==> src/rtl/spi_xfer_ctrl.sv <==
// SPI master transfer sequencer: slave-select setup, SCLK edge counting, hold, completion.
// Optional sticky interrupt enabled by defining SPI_XFER_IRQ_EN (default build: irq tied low).
module spi_xfer_ctrl #(
  parameter int CHAR_LEN_W = 7,
  parameter int SS_NB      = 8,
  parameter int DIV_W      = 16
) (
  input  logic                  wb_clk_in,
  input  logic                  wb_rst_n,
  input  logic                  go,
  input  logic                  abort,
  input  logic [CHAR_LEN_W-1:0] char_len,
  input  logic [DIV_W-1:0]      divider_in,
  input  logic [SS_NB-1:0]      ss_sel,
  input  logic                  auto_ss,
  input  logic [3:0]            ss_dly,
  input  logic                  cpol_0,
  input  logic                  cpol_1,
  input  logic                  ie,
  input  logic                  irq_ack,
  output logic                  tip,
  output logic                  last_clk,
  output logic [DIV_W-1:0]      divider,
  output logic [SS_NB-1:0]      ss_pad_o,
  output logic                  busy,
  output logic                  done,
  output logic                  irq,
  output logic [1:0]            dbg_state
);

  localparam int EC_W = CHAR_LEN_W + 1;

  typedef enum logic [1:0] {IDLE = 2'd0, SETUP = 2'd1, XFER = 2'd2, HOLD = 2'd3} state_t;

  state_t            state_q, state_d;
  logic [EC_W-1:0]   edge_cnt_q, edge_cnt_d;
  logic              ran_q, ran_d;
  logic [3:0]        dly_q, dly_d;
  logic [3:0]        cnt_q, cnt_d;
  logic [DIV_W-1:0]  divider_q, divider_d;
  logic              tip_q, tip_d;
  logic              last_clk_q, last_clk_d;
  logic              done_q, done_d;
  logic [SS_NB-1:0]  ss_q, ss_d;

  always_ff @(posedge wb_clk_in or negedge wb_rst_n) begin
    if (!wb_rst_n) begin
      state_q    <= IDLE;
      edge_cnt_q <= '0;
      ran_q      <= 1'b0;
      dly_q      <= '0;
      cnt_q      <= '0;
      divider_q  <= '0;
      tip_q      <= 1'b0;
      last_clk_q <= 1'b0;
      done_q     <= 1'b0;
      ss_q       <= '1;
    end else begin
      state_q    <= state_d;
      edge_cnt_q <= edge_cnt_d;
      ran_q      <= ran_d;
      dly_q      <= dly_d;
      cnt_q      <= cnt_d;
      divider_q  <= divider_d;
      tip_q      <= tip_d;
      last_clk_q <= last_clk_d;
      done_q     <= done_d;
      ss_q       <= ss_d;
    end
  end

  // char_len==0 loads 0, which the counter reaches again only after 2^EC_W edges;
  // ran_q distinguishes that final zero from the freshly loaded one.
  always_comb begin
    state_d    = state_q;
    edge_cnt_d = edge_cnt_q;
    ran_d      = ran_q;
    dly_d      = dly_q;
    cnt_d      = cnt_q;
    divider_d  = divider_q;
    done_d     = 1'b0;
    case (state_q)
      IDLE: begin
        if (go && !abort) begin
          divider_d  = divider_in;
          edge_cnt_d = {char_len, 1'b0};
          ran_d      = 1'b0;
          dly_d      = ss_dly;
          cnt_d      = ss_dly;
          state_d    = (ss_dly != 4'd0) ? SETUP : XFER;
        end
      end
      SETUP: begin
        if (cnt_q <= 4'd1) state_d = XFER;
        else               cnt_d   = cnt_q - 4'd1;
      end
      XFER: begin
        if (ran_q && edge_cnt_q == '0) begin
          cnt_d = dly_q;
          if (dly_q != 4'd0) begin
            state_d = HOLD;
          end else begin
            state_d = IDLE;
            done_d  = 1'b1;
          end
        end else if (cpol_0 || cpol_1) begin
          edge_cnt_d = edge_cnt_q - EC_W'(1);
          ran_d      = 1'b1;
        end
      end
      HOLD: begin
        if (cnt_q <= 4'd1) begin
          state_d = IDLE;
          done_d  = 1'b1;
        end else begin
          cnt_d = cnt_q - 4'd1;
        end
      end
      default: state_d = IDLE;
    endcase
    if (abort) begin
      state_d    = IDLE;
      edge_cnt_d = '0;
      ran_d      = 1'b0;
      done_d     = 1'b0;
    end
    // Outputs are registered from next-state values so they line up with state_q.
    tip_d      = (state_d == XFER);
    last_clk_d = tip_d && (edge_cnt_d == EC_W'(1));
    ss_d       = (!auto_ss || state_d != IDLE) ? ~ss_sel : '1;
  end

`ifdef SPI_XFER_IRQ_EN
  logic irq_q, irq_d;

  // Set covers both the edge that raises done and the done cycle itself, so an
  // acknowledge coinciding with a new completion never loses it.
  always_comb begin
    irq_d = irq_q;
    if (ie && (done_d || done_q)) irq_d = 1'b1;
    else if (irq_ack)             irq_d = 1'b0;
  end

  always_ff @(posedge wb_clk_in or negedge wb_rst_n) begin
    if (!wb_rst_n) irq_q <= 1'b0;
    else           irq_q <= irq_d;
  end

  assign irq = irq_q;
`else
  logic unused_irq_inputs;
  assign unused_irq_inputs = ie ^ irq_ack;
  assign irq = 1'b0;
`endif

  assign tip       = tip_q;
  assign last_clk  = last_clk_q;
  assign divider   = divider_q;
  assign ss_pad_o  = ss_q;
  assign busy      = (state_q != IDLE);
  assign done      = done_q;
  assign dbg_state = state_q;

endmodule

==> config.mk <==
export PLATFORM = sky130hd
export DESIGN_NAME = spi_xfer_ctrl
export DESIGN_NICKNAME = d
export VERILOG_FILES = /design/src/rtl/spi_xfer_ctrl.sv
export SDC_FILE = /design/constraint.sdc
export NUM_CORES = 1
export LEC_CHECK = 0
export BUFFER_PORTS_ARGS = -buffer_cell sky130_fd_sc_hd__buf_2
export CAP_MARGIN = 20
export CORE_AREA = 4 4 73 75
export DETAILED_ROUTE_END_ITERATION = 16
export DIE_AREA = 0 0 77 79
export PLACE_DENSITY = 0.79
export SLEW_MARGIN = 20
export SYNTH_ARGS = -nofsm -noshare
export SYNTH_HDL_FRONTEND = slang
export SYNTH_SLANG_ARGS = --single-unit
==> constraint.sdc <==
create_clock -name wb_clk_in -period 2.16 [get_ports wb_clk_in]
set_input_delay 0.216 -clock wb_clk_in [delete_from_list [all_inputs] [get_ports wb_clk_in]]
set_output_delay 0.216 -clock wb_clk_in [all_outputs]
set_load 0.01 [all_outputs]
==> results by group, run 1 <==
Routing
  • Post-route ant nets: 0
  • Post-Route WL: 6330 um
  • Vias: 2,335
  • # DRC: 0
  • DR WL/cell: 15.1 um
  • Via density per instance: 5.57
  • DR iter-0 viols: 189
  • Drt pass-1 iters: 5

Clock network
  • Later-pin clock latency in the skew report: 0.30 ns
  • Clock Root Buffer: clkbuf_8
  • # clock sinks: 46
  • Max clock buf depth: 2
  • H-tree levels: 2
  • CTS tree: done
  • Clock-pin slew on the worst setup and hold paths: 0.08 ns
  • CTS Buf Count: 5

Synthesis
  • Post-Syn Area: 2350 um^2
  • Post-synth top flop: dfrtp_1
  • Mean Syn Cell Area: 8.68 um^2
  • Top cells by area, synth: dfrtp_1 40%, nand2_1 13%, dfstp_2 8.9%
  • FFs w/ async S/R, synth: 100%
  • Yosys warns: 0
  • Yosys reg bits: 46
  • Synthesized instance count: 271
  • Post-synth EDFFs: 0
  • Cell taking the most area after synthesis: dfrtp_1
  • Area share of the largest cell type after synthesis: 40.4%
  • Sequential fraction of the synthesis area: 49.4%
  • Synth Net Count: 318
  • Post-synth top cells: 81 x nand2_1, 38 x dfrtp_1, 19 x nor2_1
  • Unique cell type count in the Yosys netlist: 44
  • Most common cell in the netlist: nand2_1

Floorplan
  • Initial Util: 50.4%
  • Core box area: 4660 um^2
  • Die H: 79 um
  • IO Pins: 75
  • Die span in x: 77 um
  • Row cnt: 25
  • Die area: 6080 um^2

Hold path
  • Worst Min Path Start: ss_sel[5]
  • Worst Hold Class: input pin to flip-flop

Placed design
  • PortBufs: 71
  • Placed instance area: 2900 um^2
  • Final Wtd Congestion: 0.933
  • Dpl hpwl: 4550 um

Run
  • Max Cap Violations: 0

Layout
  • Diodes inserted: 0
  • # nets final: 411
  • Area Overhead vs Synth: 32.7%
  • Layout cells sized above 1: 36.7%
  • Post-layout util: 67.0%
  • Final instance area: 3120 um^2

Critical path
  • R2r startpoint: edge_cnt_q[5]$_DFF_PN0_
  • Maximum fanout along the worst path: 10
  • Crit start category: flip-flop
  • Crit end category: flip-flop
  • Setup CP Type: flip-flop to flip-flop
  • CP arrival: 2.27 ns
  • Worst path required time: 2.36 ns
  • Crit path from: edge_cnt_q[5]$_DFF_PN0_

Timing
  • Fin crit period: 2.07 ns
  • Max Freq: 483 MHz
  • Hold Vio Cnt, Final: 0
  • Worst Tran Pin Value: 0.611 ns
  • Final setup vio count: 0
  • Slew Viols, Final: 0
  • Period utilization: 95.9%
  • Slew headroom: 59.2%
  • Skew final: 0.00584 ns

Power and ir drop
  • Total power: 0.00260 W
  • Pleak: 1.55 nW
  • VDD IR max: 653 uV
  • Power per Cell Area: 833 nW/um^2

Outcome
  • Status: finished, final reports clean

Global routing
  • Vias in the first global route: 2,288
  • Total gr overflow: 0
  • Antenna violations before repair: 0
  • First-pass GRT wire length: 10,300 um
  • Largest net degree at the start of global routing: 29
  • Total GRT Usage: 21.1%
-- final cells by class --
class / instances / area, um^2
repair buffers: 100 / 576
clock buffers: 6 / 72.6
fillers: 384 / 1540
well taps: 54 / 67.6
multi-input cells: 204 / 1180
clock inverters: 2 / 37.5
inverters: 7 / 26.3
flip-flops and latches: 46 / 1160
-- routing by layer --
metal	GRT usage, %	part of all wire [%]
met5	0	0
met2	36.8	50
met4	8.54	1.4
met3	4.65	7.2
met1	25.5	41
-- placed cells by master (no fill, tap or decap), types with 3 or more instances in the layout --
cell type,n
nand2_1,81
buf_2,71
dfrtp_1,37
buf_4,28
nor2_1,19
a21oi_1,10
o21ai_0,9
dfstp_2,8
inv_1,7
nand3_1,6
mux2i_1,6
nor3_1,5
clkbuf_8,5
nor4_1,4
nand2b_1,4
or2_2,4
a31oi_1,4
nor2b_1,3
nor3_2,3
o211ai_1,3
nand3b_1,3
and3_1,3
-- final timing paths --
check / to / slack (ns) / cells after the start
setup / recovery: last_clk$_DFF_PN0_ / 0.09 / 7
hold / removal: ss_pad_o[5]$_DFF_PN1_ / 0.02 / 2
setup reg to reg: last_clk$_DFF_PN0_ / 0.09 / 7
hold reg to reg: divider[3]$_DFFE_PN0P_ / 0.48 / 2
max in group asynchronous: dly_q[1]$_DFFE_PN0P_ / 1.13 / 3
min in group asynchronous: edge_cnt_q[3]$_DFF_PN0_ / 0.46 / 2
-- critical path, cell delays in order (launching register included) --
cell      delay, ns
dfrtp_2        0.44
nor4_4         0.30
and4b_1        0.28
buf_4          0.20
nor4_1         0.08
a311oi_1       0.38
nor4_2         0.09
and4b_1        0.20
-- report_power, final --
part           switching (W)  leakage, nW  internal (W)
logic               0.000455        0.934      0.000370
registers           0.000114        0.568       0.00102
clock network       0.000296       0.0514      0.000345
total               0.000864         1.55       0.00174
-- repair_timing --
action	in CTS	in global routing
setup buffers	0	4
gates cloned	0	0
hold buffers	1	0
hold endpoints to repair	18	0
setup endpoints to repair	1	9
gates resized for setup	1	15
pin swaps	2	6
-- through the flow --
stage / TNS [ns] / hold slack [ns] / setup WS [ns] / std cells
2_1_floorplan: 0 / -0.0796 / 0.172 / 271
3_3_place_gp: 0 / 0.257 / 0.0794 / 406
3_5_place_dp: -0.0519 / 0.266 / -0.0519 / 406
4_1_cts: 0 / 0.0142 / 0.0280 / 415
5_1_grt: -0.00287 / 0.0159 / -0.00287 / 419
6_report: 0 / 0.0221 / 0.0884 / 419
-- kinds of logic after synthesis --
logic type	after synthesis	share of synthesized area (%)
simple gates	152	30.9
flops	46	49.4
compound gates	41	11.4
buf+inv	21	3.67
mux	6	2.55
fa+ha+maj	3	1.60
other cells	1	0.160
xor+xnor	1	0.373
-- registers in the layout, summed over array words and instances (netlist names), 2 cells and up --
register    cells
cnt_q           4
dbg_state       2
divider        16
dly_q           4
edge_cnt_q      8
ss_pad_o        8
Power figures use the tool's default switching activity.
==> run 2, diff against run 1 <==
--- a/config.mk
+++ b/config.mk
@@ -11,6 +11,7 @@
 export DETAILED_ROUTE_END_ITERATION = 16
 export DIE_AREA = 0 0 77 79
 export PLACE_DENSITY = 0.79
+export REMOVE_ABC_BUFFERS = 1
 export SLEW_MARGIN = 20
 export SYNTH_ARGS = -nofsm -noshare
 export SYNTH_HDL_FRONTEND = slang
==> results by group, run 2 (synthesis results as in run 1) <==
Outcome
  • Status: finished, violations left
  • Violated checks: hold timing

Routing
  • Post-route ant nets: 0
  • DR iter-0 viols: 90
  • Drt pass-1 iters: 4
  • DR WL/cell: 14.5 um
  • Vias: 2,244
  • Via density per instance: 5.47
  • # DRC: 0
  • Post-Route WL: 5950 um

Placed design
  • Placed instance area: 2850 um^2
  • PortBufs: 71
  • Dpl hpwl: 4340 um
  • Inst Count DP: 400
  • Final Wtd Congestion: 0.927

Timing
  • Max Freq: 484 MHz
  • Fin crit period: 2.07 ns
  • Worst Tran Pin Value: 0.561 ns
  • Slew headroom: 62.2%
  • Skew final: 0.00667 ns
  • Period utilization: 95.6%
  • Hold WS: -0.0214 ns
  • Hold Vio Cnt, Final: 10
  • Final setup vio count: 0
  • RSZ-0062 raised after global routing: true
  • Slew Viols, Final: 0
  • Setup_tns: 0 ns

Global routing
  • Largest net degree at the start of global routing: 47
  • Total gr overflow: 0
  • Total GRT Usage: 20.2%
  • Antenna violations before repair: 0
  • First-pass GRT wire length: 10,200 um
  • Vias in the first global route: 2,282

Layout
  • # nets final: 402
  • Max reg flops: 16
  • Area Overhead vs Synth: 28.2%
  • Commonest non-fill, non-tap cell in the layout: nand2_1
  • Most frequent cells in the layout: 81 x nand2_1, 71 x buf_2, 37 x dfrtp_1
  • Diodes inserted: 0
  • Final cell count without fillers: 410
  • Layout cells sized above 1: 34.6%
  • Final instance area: 3010 um^2

Critical path
  • Worst path required time: 2.40 ns
  • CP peak stage delay: 0.49 ns
  • Slowest CP cell: or4_1
  • Crit-path cells: nor4_4 > and4b_1 > nor4_1 > or4_1 > a211oi_2 > and4b_1
  • Setup CP Type: flip-flop to flip-flop
  • CP top delay family: simple AND/OR/NAND/NOR gates
  • CP arrival: 2.30 ns
  • Most numerous cell on the critical path: and4b_1
  • Maximum fanout along the worst path: 4
  • Crit end category: flip-flop
  • WP buf/inv: 0
  • Crit start category: flip-flop

Run
  • Max Cap Violations: 0

Floorplan
  • Die H: 79 um
  • Row cnt: 25
  • Die span in x: 77 um
  • Core box area: 4660 um^2
  • IO Pins: 75
  • Die area: 6080 um^2
  • Initial Util: 50.4%

Power and ir drop
  • Power per Cell Area: 814 nW/um^2
  • VDD IR max: 441 uV
  • Pleak: 1.50 nW

Clock network
  • H-tree levels: 2
  • CTS Buf Count: 5
  • Clock Root Buffer: clkbuf_8
  • Cts hold-fix bufs: 0
  • CTS tree: done
  • Clock-pin slew on the worst setup and hold paths: 0.08 ns
  • Max clock buf depth: 2
  • Later-pin clock latency in the skew report: 0.30 ns
  • # clock sinks: 46

Hold path
  • Worst Hold Class: input pin to async pin
[run 2: what timing repair did]
item | 4_1_cts | 5_1_grt
gates cloned | 0 | 0
buffers inserted | 0 | 2
pin swaps | 1 | 7
setup endpoints to repair | 9 | 9
gates resized for setup | 4 | 8
[run 2: worst paths after layout]
path                                           to  cells after the start  slack (ns)                    start
min                            last_clk$_DFF_PN0_                      2       -0.02                 wb_rst_n
min reg2reg                divider[1]$_DFFE_PN0P_                      2        0.48   divider[1]$_DFFE_PN0P_
max in group asynchronous   ss_pad_o[0]$_DFF_PN1_                      2        1.77                 wb_rst_n
max reg2reg                    last_clk$_DFF_PN0_                      6        0.09  edge_cnt_q[4]$_DFF_PN0_
max                            last_clk$_DFF_PN0_                      6        0.09  edge_cnt_q[4]$_DFF_PN0_
min in group wb_clk_in      ss_pad_o[3]$_DFF_PN1_                      2        0.03                ss_sel[3]
[run 2: final cells by class]
class	instances	area, um^2
Clock inverter	3	21.3
Fill cell	405	1650
Inverter	7	26.3
Clock buffer	5	68.8
Multi-Input combinational cell	204	1160
Sequential cell	46	1160
Timing Repair Buffer	91	505
Tap cell	54	67.6
[run 2: per-stage QoR]
step	power (W)	utilization [%]	setup slack (ns)
finish	0.00245	64.7	0.0941
floorplan	0.00159	-	-0.474
global placement	0.00188	61.2	0.0562
detailed placement	0.00191	61.2	0.0236
global route	0.00264	64.7	-0.0296
CTS	0.00246	63.7	0.0161
[run 2: power breakdown]
group          switching [W]  internal (W)
combinational       0.000447      0.000350
sequential          0.000115       0.00102
clock               0.000294      0.000227
total               0.000856       0.00160
[run 2: layer usage]
metal | wire length (um) | global-route usage (%) | vias up
met3 | 313 | 4.54 | 12
met2 | 3030 | 36.8 | 58
met1 | 2520 | 24.8 | 1081
met4 | 89 | 3.91 | 0
li1 | - | - | 1093
met5 | 0 | 0 | -
